<file path="config.mk">
export PLATFORM = sky130hd
export DESIGN_NAME = stream_demux
export DESIGN_NICKNAME = d
export VERILOG_FILES = /design/src/rtl/stream_demux.sv
export SDC_FILE = /design/constraint.sdc
export NUM_CORES = 1
export LEC_CHECK = 0
export ABC_AREA = 1
export CAP_MARGIN = 20
export CORE_ASPECT_RATIO = 1.75
export CORE_MARGIN = 1.5
export CORE_UTILIZATION = 55
export CTS_CLUSTER_SIZE = 8
export DETAILED_ROUTE_END_ITERATION = 6
export GPL_TIMING_DRIVEN = 0
export PLACE_DENSITY = 0.9
export SETUP_SLACK_MARGIN = 0.5
export SYNTH_ARGS = -nofsm -noshare
export SYNTH_HDL_FRONTEND = slang
export SYNTH_SLANG_ARGS = --single-unit
</file>
<file path="constraint.sdc">
create_clock -name clk -period 3.95 [get_ports clk]
set_input_delay 0.5925 -clock clk [delete_from_list [all_inputs] [get_ports clk]]
set_output_delay 0.5925 -clock clk [all_outputs]
set_load 0.005 [all_outputs]
</file>
<file path="src/rtl/stream_demux.sv">
// rtl/stream_demux.sv - packet-locked 1-to-2 stream demux with a 2-entry FIFO per output channel
module stream_demux #(
  parameter int DATA_W = 8
) (
  input  logic              clk,
  input  logic              rst_n,
  input  logic              selection_input,
  input  logic [DATA_W-1:0] in_data,
  input  logic              in_valid,
  input  logic              in_last,
  output logic              in_ready,
  output logic [DATA_W-1:0] out1_data,
  output logic              out1_valid,
  output logic              out1_last,
  input  logic              out1_ready,
  output logic [DATA_W-1:0] out2_data,
  output logic              out2_valid,
  output logic              out2_last,
  input  logic              out2_ready
);

  typedef enum logic [1:0] {
    IDLE = 2'd0,
    PKT1 = 2'd1,
    PKT2 = 2'd2
  } state_e;

  state_e state_q;

  // Channel index 0 is output channel 1, index 1 is output channel 2.
  logic [DATA_W:0] mem_q [2][2];
  logic [1:0]      cnt_q [2];
  logic [1:0]      cnt_d [2];
  logic [1:0]      wr_ptr_q;
  logic [1:0]      rd_ptr_q;
  logic [1:0]      push;
  logic [1:0]      pop;
  logic [1:0]      out_ready;
  logic            route_ch1;
  logic            routed_full;
  logic            accept;
  logic [DATA_W:0] head1;
  logic [DATA_W:0] head2;

  assign out_ready = {out2_ready, out1_ready};

  // Pick the destination: live select between packets, locked channel inside one.
  always_comb begin
    route_ch1 = selection_input;
    case (state_q)
      PKT1:    route_ch1 = 1'b1;
      PKT2:    route_ch1 = 1'b0;
      default: route_ch1 = selection_input;
    endcase
  end

  // Readiness depends only on occupancy, so a pop never frees a slot in the same cycle.
  always_comb begin
    routed_full = route_ch1 ? (cnt_q[0] == 2'd2) : (cnt_q[1] == 2'd2);
    in_ready    = rst_n & ~routed_full;
    accept      = in_valid & in_ready;
    push[0]     = accept & route_ch1;
    push[1]     = accept & ~route_ch1;
    for (int c = 0; c < 2; c++) begin
      pop[c]   = (cnt_q[c] != 2'd0) & out_ready[c];
      cnt_d[c] = cnt_q[c] + {1'b0, push[c]} - {1'b0, pop[c]};
    end
  end

  // Packet-lock FSM: a multi-beat packet pins the channel until its last beat is accepted.
  always_ff @(posedge clk or negedge rst_n) begin
    if (!rst_n) begin
      state_q <= IDLE;
    end else if (accept) begin
      case (state_q)
        IDLE: begin
          if (!in_last) state_q <= selection_input ? PKT1 : PKT2;
        end
        PKT1, PKT2: begin
          if (in_last) state_q <= IDLE;
        end
        default: state_q <= IDLE;
      endcase
    end
  end

  // Per-channel FIFO storage, pointers and occupancy; reset discards everything buffered.
  always_ff @(posedge clk or negedge rst_n) begin
    if (!rst_n) begin
      wr_ptr_q <= 2'b00;
      rd_ptr_q <= 2'b00;
      for (int c = 0; c < 2; c++) begin
        cnt_q[c] <= 2'd0;
        for (int e = 0; e < 2; e++) begin
          mem_q[c][e] <= '0;
        end
      end
    end else begin
      for (int c = 0; c < 2; c++) begin
        if (push[c]) begin
          mem_q[c][wr_ptr_q[c]] <= {in_last, in_data};
          wr_ptr_q[c]           <= ~wr_ptr_q[c];
        end
        if (pop[c]) begin
          rd_ptr_q[c] <= ~rd_ptr_q[c];
        end
        cnt_q[c] <= cnt_d[c];
      end
    end
  end

  assign head1      = mem_q[0][rd_ptr_q[0]];
  assign head2      = mem_q[1][rd_ptr_q[1]];
  assign out1_valid = (cnt_q[0] != 2'd0);
  assign out2_valid = (cnt_q[1] != 2'd0);
  assign out1_data  = head1[DATA_W-1:0];
  assign out1_last  = head1[DATA_W];
  assign out2_data  = head2[DATA_W-1:0];
  assign out2_last  = head2[DATA_W];

endmodule
</file>
==> results of run 1 <==
==> cells by family after synthesis <==
kind of cell / Yosys count
AOI/OAI and AO/OA: 56
xor gates and xnor gates: 8
adders and majority gates: 7
buffers and inverters: 68
DFF: 46
and+or+nand+nor: 120
==> sequential cells by signal (all words and copies together), names as in the netlist <==
register	flops
cnt_q	4
mem_q	36
rd_ptr_q	2
wr_ptr_q	2
state_q	2
==> where the power goes <==
| group | switching (W) | total [W] | internal [W] |
|---|---|---|---|
| Combinational | 0.000761 | 0.00143 | 0.000670 |
| Clock | 0.000147 | 0.000282 | 0.000135 |
| Sequential | 0.000104 | 0.000815 | 0.000711 |
==> Yosys cell counts, types with 3 or more instances <==
cell type | count | area [um^2]
sky130_fd_sc_hd__o21bai_1 | 36 | 270
sky130_fd_sc_hd__nand2_2 | 4 | 25.0
sky130_fd_sc_hd__dfrtp_1 | 46 | 1150
sky130_fd_sc_hd__inv_2 | 3 | 11.3
sky130_fd_sc_hd__nand2_1 | 66 | 248
sky130_fd_sc_hd__inv_1 | 49 | 184
sky130_fd_sc_hd__o21ai_0 | 18 | 90.1
sky130_fd_sc_hd__clkbuf_1 | 6 | 22.5
sky130_fd_sc_hd__xnor2_1 | 6 | 52.6
sky130_fd_sc_hd__buf_2 | 8 | 40.0
sky130_fd_sc_hd__nand3_1 | 40 | 200
sky130_fd_sc_hd__ha_1 | 7 | 87.6
==> layout by cell type (no fill, tap or decap), drive strengths merged, types with 4 or more instances in the layout <==
master         Yosys  routed
clkbuf             6      12
dfrtp             46      46
o21bai            36      36
buf               10      12
xnor2              6       6
nand2             71      71
nor2               4       4
nand3             41      41
o21ai             18      18
inv               52      52
clkdlybuf4s50      0      34
ha                 7       7
==> layout make-up <==
type	count	share of cell area
Inverter	52	0.0640
Buffer	16	0.0279
Sequential cell	46	0.378
Tap cell	51	0.0209
Timing Repair Buffer	36	0.120
Clock buffer	6	0.0271
Multi-Input combinational cell	191	0.362
==> how the worst max path moves through the flow <==
stage                                       from  cells after the start  slack, ns                  to
after floorplan           state_q[0]$_DFFE_PN0P_                     13       1.81  cnt_q[3]$_DFF_PN0_
after global placement                     rst_n                      3      -0.16            in_ready
after global routing      state_q[0]$_DFFE_PN0P_                      8       1.03            in_ready
final                     state_q[0]$_DFFE_PN0P_                      8       1.13            in_ready
after CTS                 state_q[0]$_DFFE_PN0P_                      8       1.11            in_ready
after detailed placement         selection_input                      8       1.21            in_ready
==> worst max-delay path: cells and delay by family (launching register included) <==
kind                       cells  cell delay (ns)
buffers and inverters          2             0.60
DFF                            1             0.40
and+or+nand+nor                4             0.37
adders and majority gates      1             0.35
AOI/OAI and AO/OA              1             0.20
==> per-stage QoR <==
stage          setup TNS [ns]  setup slack (ns)  hold WS [ns]  cells  power, W
3_5_place_dp                0              1.21         0.474    392   0.00225
5_1_grt                     0              1.03         0.165    398   0.00276
4_1_cts                     0              1.11         0.159    398   0.00254
2_1_floorplan               0              1.81         0.297    305   0.00170
6_report                    0              1.13         0.161    398   0.00253
3_3_place_gp           -0.209            -0.165         0.464    391   0.00219
==> per-layer routing <==
layer / GRT usage / part of all wire
met2: 0.407 / 0.53
met5: 0 / 0
met3: 0.0532 / 0.045
met4: 0.0958 / 0.021
met1: 0.324 / 0.40
==> impl_summary.md, run 1 <==
Floorplanning
The vertical die dimension is 92.8 um. The count of pins on the block boundary is 36. The core region is 4400 um^2. The starting density of the core is 0.576.

The floorplan die width is 54.3 um. The total die area is 5040 um^2. The placement row count is 32.

Clocking
Buffers added to address setup during post-CTS repair amount to 0. CTS placed an instance of sky130_fd_sc_hd__clkbuf_8 at the clock tree root. The quantity of hold-fixing buffers added after cts is 0. The number of buffers on the longest clock path is 2. The worst-skew pair later-pin latency is 0.29 ns. The number of buffers created by CTS is 5. The register clock-pin slew on the reported worst setup and hold paths is 0.08 ns. The clock net sink count is 46.

The clock tree from TritonCTS is yes. In this run the number of H-tree levels came out at 2. Once the clock tree was built, the resizer swapped 0 gates to a different size.

Global route
Entering global routing, the biggest net connects 42 pins. The number of global-route vias before repair was 2068. The wire length of the first global-routing pass is 9450 um. The number of antenna violations at the first check in global routing is 0.

The overflow left after global routing is 0. The all-layer global routing usage is 0.253.

Critical path
The largest incremental delay on the critical path is 0.53 ns. The kind of critical path is reg -> out. The largest fanout on the critical path is 4. Setup slack on the worst reg-to-reg path comes out at 1.55 ns.

The startpoint class of the critical path is a flop. For the worst setup path, the data required time is 3.36 ns. The endpoint of the worst register-to-register path is cnt_q[1]$_DFF_PN0_. Counting stages on the worst path, the most repeated cell is sky130_fd_sc_hd__nand2_2. Walking the worst path, the cells encountered are inv_1 -> ha_1 -> nand2_1 -> nand2_4 -> nand2_2 -> nand2_2 -> a21boi_0 -> clkdlybuf4s50_1. The number of cells on the worst reg-to-reg path is 13. STA puts the critical path data arrival time at 2.22 ns. The capturing element type of the critical path is a primary output. The start of the worst register-to-register path is state_q[0]$_DFFE_PN0P_.

The critical path's slowest cell is sky130_fd_sc_hd__clkdlybuf4s50_1.

Synth
The number of warning messages in the yosys log is 0. Counting distinct cell types in the post-synthesis netlist gives 22. The area share of xor/xnor cells in the synthesized design is 0.0276.

The mux contribution to synthesized area is 0. By area, the combinational part of the netlist is dominated by simple AND/OR/NAND/NOR gates. Yosys mapped a number of flops with a built-in enable equal to 0.

The synthesized-area fraction occupied by ao, oa, aoi and oai cells was 0.147. The synthesized design contains 46 register bits. Of the synthesized area, sequential elements account for 0.454. The mean instance size in the synthesized netlist is 8.32 um^2. The net count of the mapped netlist is 327. The proportion of synthesized flip-flops having asynchronous set or reset is 1.00. The fraction of the mapped netlist area in adder cells is 0.0345. The cell count after synthesis came out at 305. The area of the mapped netlist is 2540 um^2.

The area fraction in and, or, nand and nor cells after synthesis is 0.226. The most used flip-flop cell after synthesis is sky130_fd_sc_hd__dfrtp_1.

STA
Static timing analysis puts the maximum clock frequency at 0.355 GHz. Headroom to the max-slew limit came out at 0.642. The number of max-slew violations in the final report is 0. The measured slew at the worst slew-check pin is 0.537 ns. Setup repair after global routing left no endpoint under its margin.

The worst-case clock skew is 0.00272 ns. The clock period minus final worst setup slack is 2.82 ns. The count of final setup violators is 0. The count of final hold-check violations is 0. The ratio of final minimum period to clock period is 0.713.

Finish
The area of all sequential standard cells is 1150 um^2. The share of final-layout standard cells stronger than drive strength 1 is 0.0893. For this run, the share of the core covered by cells in the final layout is 0.692.

In the final layout, the multi-input gates occupy 1100 um^2. The cell area after layout is 3050 um^2. Compared with the post-synthesis result, the final layout area differs by 20.2%. The repair_antennas step left the layout with diodes totalling 0. The number of fill cells in the layout is 357. The total number of nets in the final design is 370.

Placed design
The area of placed instances is 2970 um^2. The half-perimeter wire length of the detailed placement result is 3930 um. The number of buffer cells added on primary ports is 35. The final estimated routing congestion in global placement is 0.796.

Detailed routing
The detailed router finished its first iteration with 53 violations. Using the TritonRoute via totals, the vias-per-cell ratio works out to 5.25. In the routed design, unresolved DRC markers number 0. The count of antenna-violating nets left after detailed routing is 0. Wires add up to 5450 um. The number of optimization iterations in the first detailed-route pass is 4. In the final routed layout, each cell accounts on average for 13.7 um. The routed layout has 2091 vias.

Power and ir drop
Across the VDD grid, the largest voltage drop is 0.561 mV. The leakage power is 1.51 nW. In this run the power density over the cells is 829 nW/um^2.

Job
The total of max-cap violations is 0.

Outcome
The run finished with clean final reports.

Min path
The worst hold-check path type is in -> async.
No activity file was read; power rests on OpenSTA's default activity.
==> run 2, diff against run 1 <==
--- a/config.mk
+++ b/config.mk
@@ -9,11 +9,11 @@
 export CAP_MARGIN = 20
 export CORE_ASPECT_RATIO = 1.75
 export CORE_MARGIN = 1.5
-export CORE_UTILIZATION = 55
+export CORE_UTILIZATION = 49
 export CTS_CLUSTER_SIZE = 8
 export DETAILED_ROUTE_END_ITERATION = 6
 export GPL_TIMING_DRIVEN = 0
-export PLACE_DENSITY = 0.9
+export PLACE_DENSITY = 0.86
 export SETUP_SLACK_MARGIN = 0.5
 export SYNTH_ARGS = -nofsm -noshare
 export SYNTH_HDL_FRONTEND = slang
==> constraint.sdc (replaced) <==
create_clock -name clk -period 2.47 [get_ports clk]
set_input_delay 0.3705 -clock clk [delete_from_list [all_inputs] [get_ports clk]]
set_output_delay 0.3705 -clock clk [all_outputs]
set_load 0.005 [all_outputs]
==> impl_summary.md, run 2 (synthesized netlist as in run 1, its figures left out) <==
Critical path
The capturing element type of the critical path is a flop. The critical path in this run is classified as reg -> reg. The setup slack on the worst flop-to-flop path is 0.35 ns (-1.20 ns). The length in cells of the worst reg-to-reg path is 14 (+1). The start of the worst register-to-register path is state_q[1]$_DFFE_PN0P_. The startpoint class of the critical path is a flop.

The endpoint of the worst register-to-register path is cnt_q[1]$_DFF_PN0_. The largest fanout on the critical path is 3 (-1). The arrival time reported for the critical path endpoint is 2.31 ns (+0.09 ns). The required time of the worst setup path is 2.66 ns (-0.70 ns).

Finish
The most common cell after layout, fill and taps aside is sky130_fd_sc_hd__nand2_1. The flip-flop count of the largest register after layout was 36 (unchanged). The antenna diode instance count is 0 (unchanged). The final instance count without filler cells was 423 (+6.3%). The library cells used most frequently in the layout, excluding fill and tap cells, are sky130_fd_sc_hd__nand2_1, sky130_fd_sc_hd__dfrtp_1, sky130_fd_sc_hd__inv_1.

The largest register by flop count is mem_q. The total number of nets in the final design is 390 (+5.4%). The share of final-layout standard cells stronger than drive strength 1 is 0.263 (+0.174). The largest registers in the layout are mem_q (36), cnt_q (4). The area added between synthesis and finish is 39.4%.

Placed design
The half-perimeter wire length of the detailed placement result came to 3980 um (+1.2%). The number of buffer cells added on primary ports is 35 (unchanged). The number of cells after detailed placement is 395 (+0.77%). The minimum setup slack after placement is 0.159 ns (-1.05 ns).

The final estimated routing congestion in global placement is 0.819 (+2.9%).

Global route
The wire length of the first global-routing pass is 10200 um (+7.6%). The maximum number of pins on one net before global-route repair is 35 (-17%). The number of antenna violations at the first check in global routing is 0 (unchanged). The overflow left after global routing is 0 (unchanged). The all-layer global routing usage is 0.232 (-0.0211). The number of global-route vias before repair is 2159 (+4.4%).

Floorplanning
The vertical die dimension is 98.2 um (+5.8%). The floorplan die width came to 57.4 um (+5.6%). The placement row count is 34 (+6.3%). The total die area came to 5630 um^2 (+12%).

The count of pins on the block boundary was 36 (unchanged). The starting density of the core is 0.510 (-0.0663). The core region area is 4980 um^2 (+13%).

STA
Timing would allow up to 0.473 GHz. The slack of the critical path is 0.355 ns (-0.779 ns). The count of final hold-check violations is 0 (unchanged). The worst-case clock skew is 0.00914 ns (+0.00642 ns). The number of max-slew violations in the final report is 0 (unchanged).

The measured slew at the worst slew-check pin is 0.628 ns (+0.0913 ns). The worst relative slew slack is 0.580 (-0.0623). The final hold slack came to 0.0857 ns (-0.0753 ns).

The clock period minus final worst setup slack is 2.12 ns. The ratio of final minimum period to clock period is 0.856. Setup repair after global routing could not meet its margin everywhere.

The count of final setup violators is 0 (unchanged).

Detailed routing
The total length of routed met3 wires is 205 um (-17%). The post-detailed-route wirelength per cell is 15.6 um (+14%). The total routed wire length on the met1 layer came to 2540 um (+17%). The initial DRC count was 68 (+28%). The number of optimization iterations in the first detailed-route pass is 4 (unchanged).

The vias per cell came to 5.37 (+2.3%). The count of antenna-violating nets left after detailed routing was 0 (unchanged). The total length of routed wires is 6590 um (+21%). The met2 wirelength from detailed routing is 3660 um (+26%). The total via count in the routed design is 2273 (+8.7%). The number of remaining DRC errors was 0 (unchanged). Routed signal wires occupy layers up through met4.

Min path
The worst hold-check path type is in -> async.

Clocking
The worst-skew pair later-pin latency is 0.30 ns (about the same). Clock tree synthesis selected as its root buffer the cell sky130_fd_sc_hd__clkbuf_8. The H-tree depth is 2 (unchanged). The register clock-pin slew on the reported worst setup and hold paths was 0.09 ns (about the same).

The number of buffers on the longest clock path is 2 (unchanged). TritonCTS built the clock tree. The number of buffers created by CTS is 5 (unchanged). The clock net sink count is 46 (unchanged).

Outcome
The run finished with clean final reports.

Power and ir drop
The largest vdd supply drop came to 0.786 mV (+40%). The power density of the placed cells is 1300 nW/um^2 (+57%). The leakage power is 1.74 nW (+15%).

Job
The total of max-cap violations is 0 (unchanged).
[run 2: worst max path at each step]
stage | startpoint | endpoint | slack (ns) | depth (start not counted)
detailed placement | selection_input | cnt_q[1]$_DFF_PN0_ | 0.16 | 13
finish | state_q[1]$_DFFE_PN0P_ | cnt_q[1]$_DFF_PN0_ | 0.35 | 14
CTS | rd_ptr_q[1]$_DFFE_PN0P_ | out2_data[5] | 0.40 | 5
floorplan | state_q[0]$_DFFE_PN0P_ | cnt_q[3]$_DFF_PN0_ | 0.44 | 14
global placement | rst_n | cnt_q[1]$_DFF_PN0_ | -1.35 | 7
global route | state_q[0]$_DFFE_PN0P_ | cnt_q[1]$_DFF_PN0_ | 0.25 | 13
[run 2: power breakdown]
part	switching, W	internal, W	leakage, nW
Combinational	0.00148	0.00129	1.13
Sequential	0.000180	0.00114	0.554
Clock	0.000264	0.000257	0.0544
[run 2: area by class of cell]
cell class | instances | area [um^2]
buffer | 16 | 154
clock buffer | 7 | 96.3
clock inverter | 1 | 8.76
fill | 369 | 1440
inverter | 52 | 198
multi-input combinational | 191 | 1320
sequential | 46 | 1150
tap | 54 | 67.6
timing repair buffer | 56 | 541
[run 2: through the flow]
step | instance area [um^2] | util | TNS (ns) | total power, W
2_1_floorplan | 2610 | - | 0 | 0.00282
3_3_place_gp | 3030 | 0.609 | -67.07 | 0.00365
3_5_place_dp | 3050 | 0.612 | 0 | 0.00373
4_1_cts | 3260 | 0.656 | 0 | 0.00430
5_1_grt | 3530 | 0.710 | 0 | 0.00496
6_report | 3530 | 0.710 | 0 | 0.00461
[run 2: repair_timing]
item	CTS	global route
gates cloned	0	3
hold buffers	2	0
setup buffers	9	6
endpoints found under the setup margin	23	45
pin swaps	4	31
resized for setup	39	49
hold endpoints to repair	14	0
[run 2: critical path: stages, from the launching register on]
cell,delay (ns)
sky130_fd_sc_hd__dfrtp_1,0.37
sky130_fd_sc_hd__inv_2,0.07
sky130_fd_sc_hd__buf_4,0.13
sky130_fd_sc_hd__ha_2,0.17
sky130_fd_sc_hd__nand2_2,0.11
sky130_fd_sc_hd__nand2_4,0.07
sky130_fd_sc_hd__nand2_2,0.06
sky130_fd_sc_hd__nand2_2,0.08
sky130_fd_sc_hd__nand2_4,0.09
sky130_fd_sc_hd__nand4_1,0.15
sky130_fd_sc_hd__buf_6,0.17
sky130_fd_sc_hd__ha_4,0.25
sky130_fd_sc_hd__inv_2,0.04
sky130_fd_sc_hd__ha_4,0.14
sky130_fd_sc_hd__xnor2_1,0.11
[run 2: routing by layer]
layer,vias to the layer above,track usage
met4,0,0.100
met3,13,0.0305
met1,1124,0.270
met5,-,0
met2,47,0.413
li1,1089,-
==> run 3, diff against run 2 <==
--- a/config.mk
+++ b/config.mk
@@ -10,6 +10,7 @@
 export CORE_ASPECT_RATIO = 1.75
 export CORE_MARGIN = 1.5
 export CORE_UTILIZATION = 49
+export CTS_CLUSTER_DIAMETER = 60
 export CTS_CLUSTER_SIZE = 8
 export DETAILED_ROUTE_END_ITERATION = 6
 export GPL_TIMING_DRIVEN = 0
==> results of run 3 <==
Final layout, timing and power as in run 2 (identical DEF).
